[config.mk]
export PLATFORM = sky130hd
export DESIGN_NAME = wb_cmd_master
export DESIGN_NICKNAME = d
export VERILOG_FILES = /design/src/rtl/wb_cmd_master_pkg.sv /design/src/rtl/wb_cmd_master.sv
export SDC_FILE = /design/constraint.sdc
export NUM_CORES = 1
export LEC_CHECK = 0
export BUFFER_PORTS_ARGS = -buffer_cell sky130_fd_sc_hd__buf_2
export CORE_UTILIZATION = 43
export DETAILED_ROUTE_END_ITERATION = 16
export HOLD_SLACK_MARGIN = 0.15
export PLACE_DENSITY = 0.77
export SYNTH_ARGS = -nofsm -noshare
export SYNTH_HDL_FRONTEND = slang
export SYNTH_SLANG_ARGS = --single-unit
export TNS_END_PERCENT = 10
[constraint.sdc]
create_clock -name clk -period 1.6 [get_ports clk]
set_input_delay 0.08 -clock clk [delete_from_list [all_inputs] [get_ports clk]]
set_output_delay 0.08 -clock clk [all_outputs]
set_load 0.01 [all_outputs]
[src/rtl/wb_cmd_master_pkg.sv]
// Shared definitions for the Wishbone command master: FSM encoding and default timeout.
package wb_cmd_master_pkg;

  typedef enum logic [1:0] {
    ST_IDLE = 2'd0,
    ST_BUS  = 2'd1,
    ST_RSP  = 2'd2
  } wbm_state_t;

  localparam int TIMEOUT_DEF = 255;

endpackage

[src/rtl/wb_cmd_master.sv]
// Wishbone initiator: one classic cyc/we/ack cycle per stream command, with a
// timeout abort and a held response. Tolerates registered-ack slaves.
module wb_cmd_master
  import wb_cmd_master_pkg::*;
#(
  parameter int AW      = 8,
  parameter int DW      = 32,
  parameter int TIMEOUT = TIMEOUT_DEF,
  parameter int TW      = 8
) (
  input  logic          clk,
  input  logic          rst_n,
  input  logic          cmd_valid,
  output logic          cmd_ready,
  input  logic          cmd_we,
  input  logic [AW-1:0] cmd_addr,
  input  logic [DW-1:0] cmd_wdata,
  output logic          rsp_valid,
  input  logic          rsp_ready,
  output logic [DW-1:0] rsp_rdata,
  output logic          rsp_err,
  output logic [AW-1:0] wb_addr,
  output logic [DW-1:0] wb_wdata,
  output logic          wb_we,
  output logic          wb_cyc,
  input  logic          wb_ack,
  input  logic [DW-1:0] wb_rdata,
  output logic          busy,
  output logic [7:0]    err_cnt
);

  localparam logic [TW-1:0] CNT_LIMIT = TW'(TIMEOUT);
  localparam logic [TW-1:0] CNT_ONE   = TW'(1);

  wbm_state_t    r_state;
  logic [TW-1:0] r_cnt;
  logic [AW-1:0] r_addr;
  logic [DW-1:0] r_wdata;
  logic          r_we;
  logic          r_cyc;
  logic          r_rsp_valid;
  logic [DW-1:0] r_rsp_rdata;
  logic          r_rsp_err;
  logic [7:0]    r_err_cnt;

  always_ff @(posedge clk or negedge rst_n) begin
    if (!rst_n) begin
      r_state     <= ST_IDLE;
      r_cnt       <= '0;
      r_addr      <= '0;
      r_wdata     <= '0;
      r_we        <= 1'b0;
      r_cyc       <= 1'b0;
      r_rsp_valid <= 1'b0;
      r_rsp_rdata <= '0;
      r_rsp_err   <= 1'b0;
      r_err_cnt   <= '0;
    end else begin
      case (r_state)
        ST_IDLE: begin
          if (cmd_valid) begin
            r_addr  <= cmd_addr;
            r_wdata <= cmd_wdata;
            r_we    <= cmd_we;
            r_cyc   <= 1'b1;
            r_cnt   <= '0;
            r_state <= ST_BUS;
          end
        end
        ST_BUS: begin
          // Ack takes priority over a timeout landing in the same cycle.
          if (wb_ack) begin
            r_rsp_rdata <= r_we ? '0 : wb_rdata;
            r_rsp_err   <= 1'b0;
            r_cyc       <= 1'b0;
            r_we        <= 1'b0;
            r_rsp_valid <= 1'b1;
            r_state     <= ST_RSP;
          end else if (r_cnt == CNT_LIMIT) begin
            r_rsp_rdata <= '0;
            r_rsp_err   <= 1'b1;
            r_cyc       <= 1'b0;
            r_we        <= 1'b0;
            r_rsp_valid <= 1'b1;
            if (r_err_cnt != 8'hFF) r_err_cnt <= r_err_cnt + 8'd1;
            r_state     <= ST_RSP;
          end else begin
            r_cnt <= r_cnt + CNT_ONE;
          end
        end
        ST_RSP: begin
          // Spending at least this state with cyc low lets a registered ack fall.
          if (rsp_ready) begin
            r_rsp_valid <= 1'b0;
            r_state     <= ST_IDLE;
          end
        end
        default: r_state <= ST_IDLE;
      endcase
    end
  end

  assign cmd_ready = (r_state == ST_IDLE);
  assign busy      = (r_state != ST_IDLE);
  assign rsp_valid = r_rsp_valid;
  assign rsp_rdata = r_rsp_rdata;
  assign rsp_err   = r_rsp_err;
  assign wb_addr   = r_addr;
  assign wb_wdata  = r_wdata;
  assign wb_we     = r_we;
  assign wb_cyc    = r_cyc;
  assign err_cnt   = r_err_cnt;

endmodule

==> results of run 1 <==
[layout make-up]
type                    count  area share [%]
clock inverters             7           0.960
multi-input cells         233            23.4
well taps                 105            2.24
inverters                   5           0.320
repair buffers            263            30.9
flip-flops and latches     94            40.1
clock buffers               9            2.11
[power breakdown]
group	total (mW)	leakage (nW)	switching [mW]	internal [mW]
combinational	3.86	1.86	2.09	1.76
clock	1.45	0.0789	0.868	0.581
sequential	3.95	1.19	0.582	3.37
total	9.26	3.13	3.54	5.71
[metal layers]
layer	up-vias	wire, um	part of all wire, %	global-route usage, %
met3	15	715	6.5	7.18
met2	151	5720	52	43.6
met1	1691	4400	40	27.6
li1	1683	-	-	-
met5	-	0	0	0
met4	0	148	1.3	6.94
[worst max-delay path, cell delays in order, from the launching register on]
cell     delay, ns
dfrtp_1       0.41
ha_2          0.20
and3_4        0.20
and2_4        0.17
o21ai_4       0.22
buf_12        0.19
a22o_1        0.16
[placed cells by master (no fill, tap or decap), types with 6 or more instances in the layout]
master | netlist | routed
clkbuf_8 | 0 | 9
o21ai_0 | 8 | 6
dlygate4sd3_1 | 0 | 77
a31oi_1 | 6 | 6
nand3_1 | 6 | 6
buf_4 | 0 | 18
dfrtp_1 | 94 | 94
a22o_1 | 27 | 27
nand2_1 | 136 | 136
buf_2 | 8 | 162
[sequential cells by signal, indices dropped and copies added, names as in the netlist]
signal and count:
wb_cyc 1, wb_we 1, wb_addr 8, r_state 2, r_cnt 8, wb_wdata 32, rsp_err 1, rsp_rdata 32
rsp_valid 1, err_cnt 8
[logic make-up (layout without fill, tap and decap cells)]
logic type / Yosys count / count (layout) / share of synthesized area [%]
fa+ha+maj: 2 / 2 / 0.668
flops: 94 / 94 / 62.8
compound gates: 54 / 54 / 11.5
xor+xnor: 4 / 4 / 0.935
mux: 4 / 4 / 1.14
simple gates: 168 / 169 / 19.7
buf+inv: 22 / 284 / 3.27
[worst max-delay path by stage]
stage                    start           end  slack [ns]  depth (start not counted)
CTS                   r_cnt[1]    err_cnt[7]       -0.02                          5
global placement    r_state[1]  rsp_rdata[0]       -0.27                          4
detailed placement  r_state[1]  rsp_rdata[1]       -0.36                          4
floorplan           err_cnt[0]    err_cnt[1]      -0.006                          5
global route        r_state[1]      r_cnt[3]       -0.08                          5
finish                r_cnt[1]  rsp_rdata[5]      -0.009                          6
[synthesized netlist by cell type, types with 2 or more instances]
cell type,count
nor3_1,4
dfrtp_1,94
nor2_1,4
buf_2,8
a22o_1,27
nor4_2,2
xor2_1,4
mux2i_1,2
a31oi_1,6
a22o_2,5
clkbuf_1,4
o21ai_0,8
buf_6,4
mux2_1,2
ha_1,2
a21oi_1,2
nand3_1,6
inv_1,5
nor3b_1,2
nand2_1,136
nor3_2,2
[metrics by stage]
stage | util, % | setup WS, ns
4_1_cts | 69.1 | -0.0238
2_1_floorplan | - | -0.00632
3_5_place_dp | 57.4 | -0.361
6_report | 70.3 | -0.00866
3_3_place_gp | 57.4 | -0.273
5_1_grt | 70.3 | -0.0784
[timing repair]
| item | CTS | global route |
|---|---|---|
| cloned | 0 | 1 |
| hold buffers | 77 | 0 |
| resized for setup | 5 | 13 |
| endpoints found under the setup margin | 42 | 45 |
| pin swaps | 2 | 19 |
| hold endpoints to repair | 170 | 0 |
| buffers inserted | 0 | 3 |
==> flow_metrics.env, run 1 <==
export IMPL_wl_per_cell_um=15.3
export IMPL_coreArea_um2=8340
export IMPL_arrival_ns=1.90
export IMPL_startpoint_type="flip-flop"
export IMPL_start_util_pct=44.9
export IMPL_insertion_delay_ns=0.35
export IMPL_clk_pin_slew_ns=0.10
export IMPL_antenna_cells=0
export IMPL_grt_pass1_vias=3577
export IMPL_placed_cell_area_um2=4790
export IMPL_root_buffer="clkbuf_8"
export IMPL_syn_to_final_growth_pct=56.5
export IMPL_rsz0062_at_grt="yes"
export IMPL_vias=3540
export IMPL_vdd_drop_max_mv=0.693
export IMPL_timing_final_ws_setup_ns=-0.00866
export IMPL_cts_tree="done"
export IMPL_leakagePower_nw=3.13
export IMPL_die_w_um=95.4
export IMPL_yosys_top_cells_area="dfrtp_1, nand2_1, a22o_1"
export IMPL_netlist_area_um2=3750
export IMPL_status="finished, violations left"
export IMPL_num_rows=33
export IMPL_cap_violations=0
export IMPL_p_total_mw=9.26
export IMPL_grt_max_degree=62
export IMPL_die_area_um2=9090
export IMPL_grt_first_pass_wirelength_um=16600
export IMPL_finalNonFillerCells=716
export IMPL_yosys_area_top_type="dfrtp_1"
export IMPL_antenna_found_initial=0
export IMPL_final_cell_area_um2=5860
export IMPL_synth_edf_count=0
export IMPL_cp_required_ns=1.89
export IMPL_antenna_left=0
export IMPL_post_synth_inst_count=348
export IMPL_cts_buffer_depth=2
export IMPL_violations="setup timing"
export IMPL_r2r_slack_ns=-0.009
export IMPL_hp_class="input port to async pin"
export IMPL_synth_top_area_share_pct=62.8
export IMPL_dp_hpwl_um=6160
export IMPL_ctsHtreeMaxLevel=3
export IMPL_place_inst=619
export IMPL_drc=0
export IMPL_io_buffers=163
export IMPL_power_density_nw_per_um2=1580
export IMPL_period_share_pct=101
export IMPL_place_congestion=0.755
export IMPL_drt_pass1_iter_count=4
export IMPL_io_pins=164
export IMPL_max_freq_ghz=0.622
export IMPL_skew_ns=0.0123
export IMPL_reg2reg_depth=6
export IMPL_worst_pin_slew_ns=0.438
export IMPL_multi_input_area_um2=1370
export IMPL_synth_cell_types=40
export IMPL_viasPerCell=4.94
export IMPL_drt_total_wl_um=11000
export IMPL_ys_seq_elements=94
export IMPL_yosys_most_used_dff="dfrtp_1"
export IMPL_yosys_warnings=0
export IMPL_grt_overflow_total=0
export IMPL_die_y_um=95.4
export IMPL_slew_headroom_pct=70.8
export IMPL_r2r_end="rsp_rdata[5]"
export IMPL_worst_path_max_fanout=23
export IMPL_grt_use_total_pct=24.2
export IMPL_numClockSinks=94
export IMPL_syn_nets=428
export IMPL_synth_seq_area_share_pct=62.8
export IMPL_setup_viol=5
export IMPL_syn_avg_cell_area_um2=10.8
export IMPL_numCtsBuffers=9
export IMPL_fin_hold_ws_ns=0.267
export IMPL_end_kind="flip-flop"
export IMPL_drive_gt1_share_pct=37.6
export IMPL_crit_type="flip-flop to flip-flop"
export IMPL_final_hold_viol_count=0
export IMPL_nFillCells=590
export IMPL_slew_violations=0
export IMPL_fin_nets=686
export IMPL_async_reset_ff_share_pct=100
export IMPL_setup_tns_ns=-0.0288
export IMPL_regArea_um2=2350
export IMPL_fin_crit_ns=1.61
export IMPL_drtIter0Drc=119
export IMPL_rr_startpoint="r_cnt[1]"
(Power assumes the default switching activity.)
==> run 2: changes to the inputs <==
==> constraint.sdc (replaced) <==
create_clock -name clk -period 1.3 [get_ports clk]
set_input_delay 0.065 -clock clk [delete_from_list [all_inputs] [get_ports clk]]
set_output_delay 0.065 -clock clk [all_outputs]
set_load 0.01 [all_outputs]
==> run 2 against run 1 <==
Via count is 3.6% higher. Worst hold slack worse by 0.022 ns. Non-clock buffer count is 19 higher. Sequential power grew 24%. Fmax increased by 1.6%. First-iteration DRC count grew 5.0%. Global-route usage up 1.2 points. Utilization is 3.2 points higher. Clock power increased by 47%. Final area up 4.6%. Largest cell class unchanged. Largest power group is now combinational cells. The flow still finishes with violations (setup timing). Die area did not move.
==> flow_metrics.env, run 2 (synthesis gave the netlist of run 1 again) <==
export IMPL_die_y_um=95.4
export IMPL_final_common_cell="buf_2"
export IMPL_r2r_end="rsp_rdata[20]"
export IMPL_arrival_ns=1.87
export IMPL_cts_tree="done"
export IMPL_slew_violations=0
export IMPL_fin_crit_ns=1.58
export IMPL_numClockSinks=94
export IMPL_place_congestion=0.785
export IMPL_antenna_found_initial=0
export IMPL_cp_top_family="flip-flops"
export IMPL_cp_required_ns=1.59
export IMPL_grt_pass1_vias=3762
export IMPL_hp_class="input port to flip-flop"
export IMPL_grt_max_degree=95
export IMPL_violations="setup timing"
export IMPL_final_cell_mix="buf_2, nand2_1, dfrtp_1"
export IMPL_coreArea_um2=8340
export IMPL_timing_final_ws_setup_ns=-0.284
export IMPL_final_hold_viol_count=0
export IMPL_status="finished, violations left"
export IMPL_leakagePower_nw=3.31
export IMPL_grt_overflow_total=0
export IMPL_viasPerCell=5.00
export IMPL_drc=0
export IMPL_antenna_left=0
export IMPL_io_buffers=163
export IMPL_cpMaxStageDelayCell="dfrtp_1"
export IMPL_insertion_delay_ns=0.35
export IMPL_power_density_nw_per_um2=1970
export IMPL_wl_per_cell_um=16.1
export IMPL_worst_pin_slew_ns=0.511
export IMPL_syn_to_final_growth_pct=63.6
export IMPL_slowest_delay_ns=0.40
export IMPL_drt_total_wl_um=11800
export IMPL_die_area_um2=9090
export IMPL_cts_buffer_depth=2
export IMPL_r2r_slack_ns=-0.28
export IMPL_vdd_drop_max_mv=1.24
export IMPL_root_buffer="clkbuf_8"
export IMPL_num_rows=33
export IMPL_crit_type="flip-flop to flip-flop"
export IMPL_critical_path_buf_inv_count=1
export IMPL_vias=3669
export IMPL_start_util_pct=44.9
export IMPL_pre_cts_slack_ns=-0.616
export IMPL_grt_use_total_pct=25.5
export IMPL_drt_pass1_iter_count=4
export IMPL_finalNonFillerCells=734
export IMPL_ctsHtreeMaxLevel=3
export IMPL_max_freq_ghz=0.631
export IMPL_drtIter0Drc=125
export IMPL_end_kind="flip-flop"
export IMPL_grt_first_pass_wirelength_um=17400
export IMPL_rsz0062_at_grt="yes"
export IMPL_rr_startpoint="r_cnt[1]"
export IMPL_clk_pin_slew_ns=0.10
export IMPL_setup_viol=96
export IMPL_crit_path_cell_trace="ha_2, and3_4, and2_4, o21ai_4, buf_12, a22o_1"
export IMPL_critPathLaunch="r_cnt[1]"
export IMPL_endpoint="rsp_rdata[20]"
export IMPL_startpoint_type="flip-flop"
export IMPL_io_pins=164
export IMPL_nFillCells=546
export IMPL_die_w_um=95.4
export IMPL_cap_violations=0
export IMPL_fin_nets=705
export IMPL_antenna_cells=0
export IMPL_period_share_pct=122
export IMPL_slew_headroom_pct=66.0
export IMPL_final_util_pct=73.5
export IMPL_numCtsBuffers=9
export IMPL_worst_path_max_fanout=22
export IMPL_place_inst=639
export IMPL_drive_gt1_share_pct=41.0
export IMPL_dp_hpwl_um=6360
export IMPL_skew_ns=0.0132
export IMPL_reg2reg_depth=6
export IMPL_crit_cells=6
run 2: how the worst min path moves through the flow:
stage | from | cells after the start | slack (ns) | to
CTS | wb_ack | 5 | 0.25 | err_cnt[2]
global route | wb_ack | 5 | 0.24 | err_cnt[7]
finish | wb_ack | 5 | 0.25 | err_cnt[7]
detailed placement | rst_n | 2 | 0.17 | err_cnt[4]
global placement | rst_n | 2 | 0.15 | err_cnt[3]
floorplan | rst_n | 0 | -0.23 | err_cnt[0]
run 2: repair_timing:
item,CTS,global route
cloned,0,1
pin swaps,19,14
hold buffers,77,0
setup buffers,0,2
resized for setup,26,9
setup endpoints to repair,96,96
hold endpoints to repair,172,0
run 2: report_power, final:
group	leakage, nW	total, mW	switching [mW]	internal (mW)
clock network	0.107	2.13	1.03	1.09
logic	2.01	5.03	2.68	2.34
registers	1.19	4.90	0.754	4.15
total	3.31	12.1	4.47	7.58
run 2: metrics by stage:
step | hold WS (ns) | total power [mW] | TNS [ns] | cell area (um2)
2_1_floorplan | -0.231 | 7.22 | -14.14 | 3760
6_report | 0.245 | 12.1 | -13.44 | 6130
3_3_place_gp | 0.151 | 9.23 | -26.12 | 4970
4_1_cts | 0.251 | 11.9 | -16.69 | 6070
3_5_place_dp | 0.166 | 9.41 | -30.76 | 4970
5_1_grt | 0.236 | 12.8 | -19.27 | 6130
run 2: metal layers:
metal	wire (um)	up-vias	global-route usage (%)
met2	6230	174	45.8
li1	-	1720	-
met5	0	-	0
met3	842	28	6.54
met1	4510	1747	28.6
met4	244	0	10.1
run 2: worst min-delay path: cells and delay by family:
kind | cells | cell delay, ns
mux | 1 | 0.19
simple gates | 3 | 0.18
buf+inv | 1 | 0.14
run 2: layout make-up:
| type | instances | area [um2] | share of cell area (%) |
|---|---|---|---|
| sequential | 94 | 2350 | 38.4 |
| timing repair buffer | 282 | 1980 | 32.3 |
| multi-input combinational | 233 | 1430 | 23.3 |
| tap | 105 | 131 | 2.14 |
| clock buffer | 9 | 124 | 2.02 |
| clock inverter | 6 | 93.8 | 1.53 |
| inverter | 5 | 18.8 | 0.306 |
==> run 3: changes to the inputs <==
--- a/config.mk
+++ b/config.mk
@@ -5,11 +5,12 @@
 export SDC_FILE = /design/constraint.sdc
 export NUM_CORES = 1
 export LEC_CHECK = 0
-export BUFFER_PORTS_ARGS = -buffer_cell sky130_fd_sc_hd__buf_2
-export CORE_UTILIZATION = 43
+export CORE_MARGIN = 4
+export CORE_UTILIZATION = 56
 export DETAILED_ROUTE_END_ITERATION = 16
+export DONT_BUFFER_PORTS = 1
 export HOLD_SLACK_MARGIN = 0.15
-export PLACE_DENSITY = 0.77
+export PLACE_DENSITY = 0.74
 export SYNTH_ARGS = -nofsm -noshare
 export SYNTH_HDL_FRONTEND = slang
 export SYNTH_SLANG_ARGS = --single-unit
==> run 3 against run 2 <==
The run ends with hold timing, setup timing left. Global-route usage increased by 1.2 points. First-iteration DRC count increased by 17%. Clock power decreased by 11%. Critical endpoint is now rsp_rdata[4]. Cell count decreased by 27%. Count of clock-buffer cells in the layout increased by 1. Setup slack improved by 0.040 ns.
==> flow_metrics.env, run 3 (synthesis gave the netlist of run 1 again) <==
export IMPL_status="finished, violations left"
export IMPL_violations="hold timing, setup timing"
export IMPL_nFillCells=350
export IMPL_max_freq_ghz=0.648
export IMPL_root_buffer="clkbuf_8"
export IMPL_clk_pin_slew_ns=0.09
export IMPL_final_cell_area_um2=5200
export IMPL_drt_pass1_iter_count=4
export IMPL_num_rows=29
export IMPL_pre_cts_slack_ns=-0.284
export IMPL_die_y_um=89.8
export IMPL_fin_crit_ns=1.54
export IMPL_vias=3021
export IMPL_final_hold_viol_count=95
export IMPL_die_area_um2=8060
export IMPL_grt_first_pass_wirelength_um=17100
export IMPL_grt_use_total_pct=26.7
export IMPL_fin_nets=537
export IMPL_drtIter0Drc=146
export IMPL_start_util_pct=58.3
export IMPL_power_density_nw_per_um2=2040
export IMPL_worst_pin_slew_ns=0.275
export IMPL_skew_ns=0.00908
export IMPL_io_buffers=0
export IMPL_slew_violations=0
export IMPL_rsz0062_at_grt="yes"
export IMPL_grt_pass1_vias=3148
export IMPL_grt_overflow_total=0
export IMPL_leakagePower_nw=2.55
export IMPL_slowest_delay_ns=0.40
export IMPL_drt_total_wl_um=10600
export IMPL_fin_hold_ws_ns=-0.603
export IMPL_arrival_ns=1.84
export IMPL_final_common_cell="nand2_1"
export IMPL_die_w_um=89.8
export IMPL_drive_gt1_share_pct=19.7
export IMPL_setup_tns_ns=-10.22
export IMPL_wl_per_cell_um=19.8
export IMPL_slew_headroom_pct=81.6
export IMPL_cp_required_ns=1.59
export IMPL_dp_hpwl_um=5800
export IMPL_startpoint_type="flip-flop"
export IMPL_insertion_delay_ns=0.35
export IMPL_finalNonFillerCells=538
export IMPL_cts_hold_buf=75
export IMPL_antenna_left=0
export IMPL_syn_to_final_growth_pct=38.9
export IMPL_placed_cell_area_um2=4090
export IMPL_ctsHtreeMaxLevel=3
export IMPL_vdd_drop_max_mv=1.24
export IMPL_numCtsBuffers=9
export IMPL_hp_class="input port to async pin"
export IMPL_antenna_cells=0
export IMPL_coreArea_um2=6420
export IMPL_worst_path_max_fanout=16
export IMPL_period_share_pct=119
export IMPL_crit_type="flip-flop to flip-flop"
export IMPL_grt_max_degree=95
export IMPL_numClockSinks=94
export IMPL_crit_path_cell_trace="ha_2, and3_4, and2_4, o21ai_4, clkbuf_16, a22o_1"
export IMPL_drc=0
export IMPL_place_congestion=0.823
export IMPL_place_inst=446
export IMPL_end_kind="flip-flop"
export IMPL_cts_tree="done"
export IMPL_io_pins=164
export IMPL_cpMaxStageDelayCell="dfrtp_1"
export IMPL_viasPerCell=5.62
export IMPL_final_cell_mix="nand2_1, dfrtp_1, dlygate4sd3_1"
export IMPL_timing_final_ws_setup_ns=-0.244
export IMPL_antenna_found_initial=0
export IMPL_setup_viol=69
export IMPL_cts_buffer_depth=2
export IMPL_cap_violations=0
[run 3: changes by cell type in the layout (fill, tap and decap cells not counted), moves of 2 or more]
| cell | previous run | this run |
|---|---|---|
| nand2_2 | 4 | 2 |
| buf_6 | 4 | 6 |
| dlygate4sd3_1 | 77 | 75 |
| buf_4 | 34 | 29 |
| nor3_4 | 4 | 2 |
| o21ai_2 | 2 | 0 |
| inv_6 | 3 | 1 |
| buf_2 | 162 | 0 |
| nand2_1 | 132 | 134 |
| o21ai_0 | 3 | 5 |
[run 3: area by class of cell]
type,instances,area [um2],area share [%]
Timing Repair Buffer,115,1140,21.9
Tap cell,77,96.3,1.85
Sequential cell,94,2350,45.2
Multi-Input combinational cell,232,1410,27.1
Clock buffer,10,128,2.45
Clock inverter,5,60.1,1.15
Inverter,5,18.8,0.361
[run 3: path summary, 6_finish.rpt]
check                         start            to  slack, ns  cells after the start
min                           rst_n  rsp_rdata[7]      -0.60                      0
min reg2reg                r_cnt[3]      r_cnt[3]       0.56                      1
max reg2reg                r_cnt[0]  rsp_rdata[4]      -0.24                      6
max in group asynchronous     rst_n      r_cnt[4]       1.77                      0
max                        r_cnt[0]  rsp_rdata[4]      -0.24                      6
min in group clk             wb_ack       rsp_err      -0.22                      1
[run 3: timing repair]
item / CTS / global route
pin swaps: 11 / 25
gates resized for setup: 19 / 13
hold endpoints to repair: 179 / 103
setup endpoints to repair: 96 / 96
gates cloned: 0 / 1
buffers inserted: 1 / 0
[run 3: metal layers]
layer	routed length, um	vias up	track usage, %
li1	-	1382	-
met1	4130	1460	32.8
met2	5230	154	42.9
met3	1080	25	10.9
met4	187	0	9.20
met5	0	-	0
[run 3: metrics by stage]
stage               util [%]  power, mW
floorplan                  -       7.22
global placement        63.7       8.05
detailed placement      63.7       8.20
CTS                     79.8       10.4
global route            81.0       11.2
finish                  81.0       10.6
[run 3: worst max-delay path: cells and delay by family, from the launching register on]
| family | cells | cell delay, ns |
|---|---|---|
| DFF | 1 | 0.40 |
| and+or+nand+nor | 2 | 0.35 |
| AOI/OAI and AO/OA | 2 | 0.34 |
| buffers and inverters | 1 | 0.21 |
| adders and majority gates | 1 | 0.18 |
[run 3: report_power, final]
group	internal [mW]	leakage [nW]	switching [mW]
clock	0.887	0.0927	1.00
combinational	1.49	1.26	1.50
sequential	4.15	1.19	1.57
total	6.53	2.55	4.07
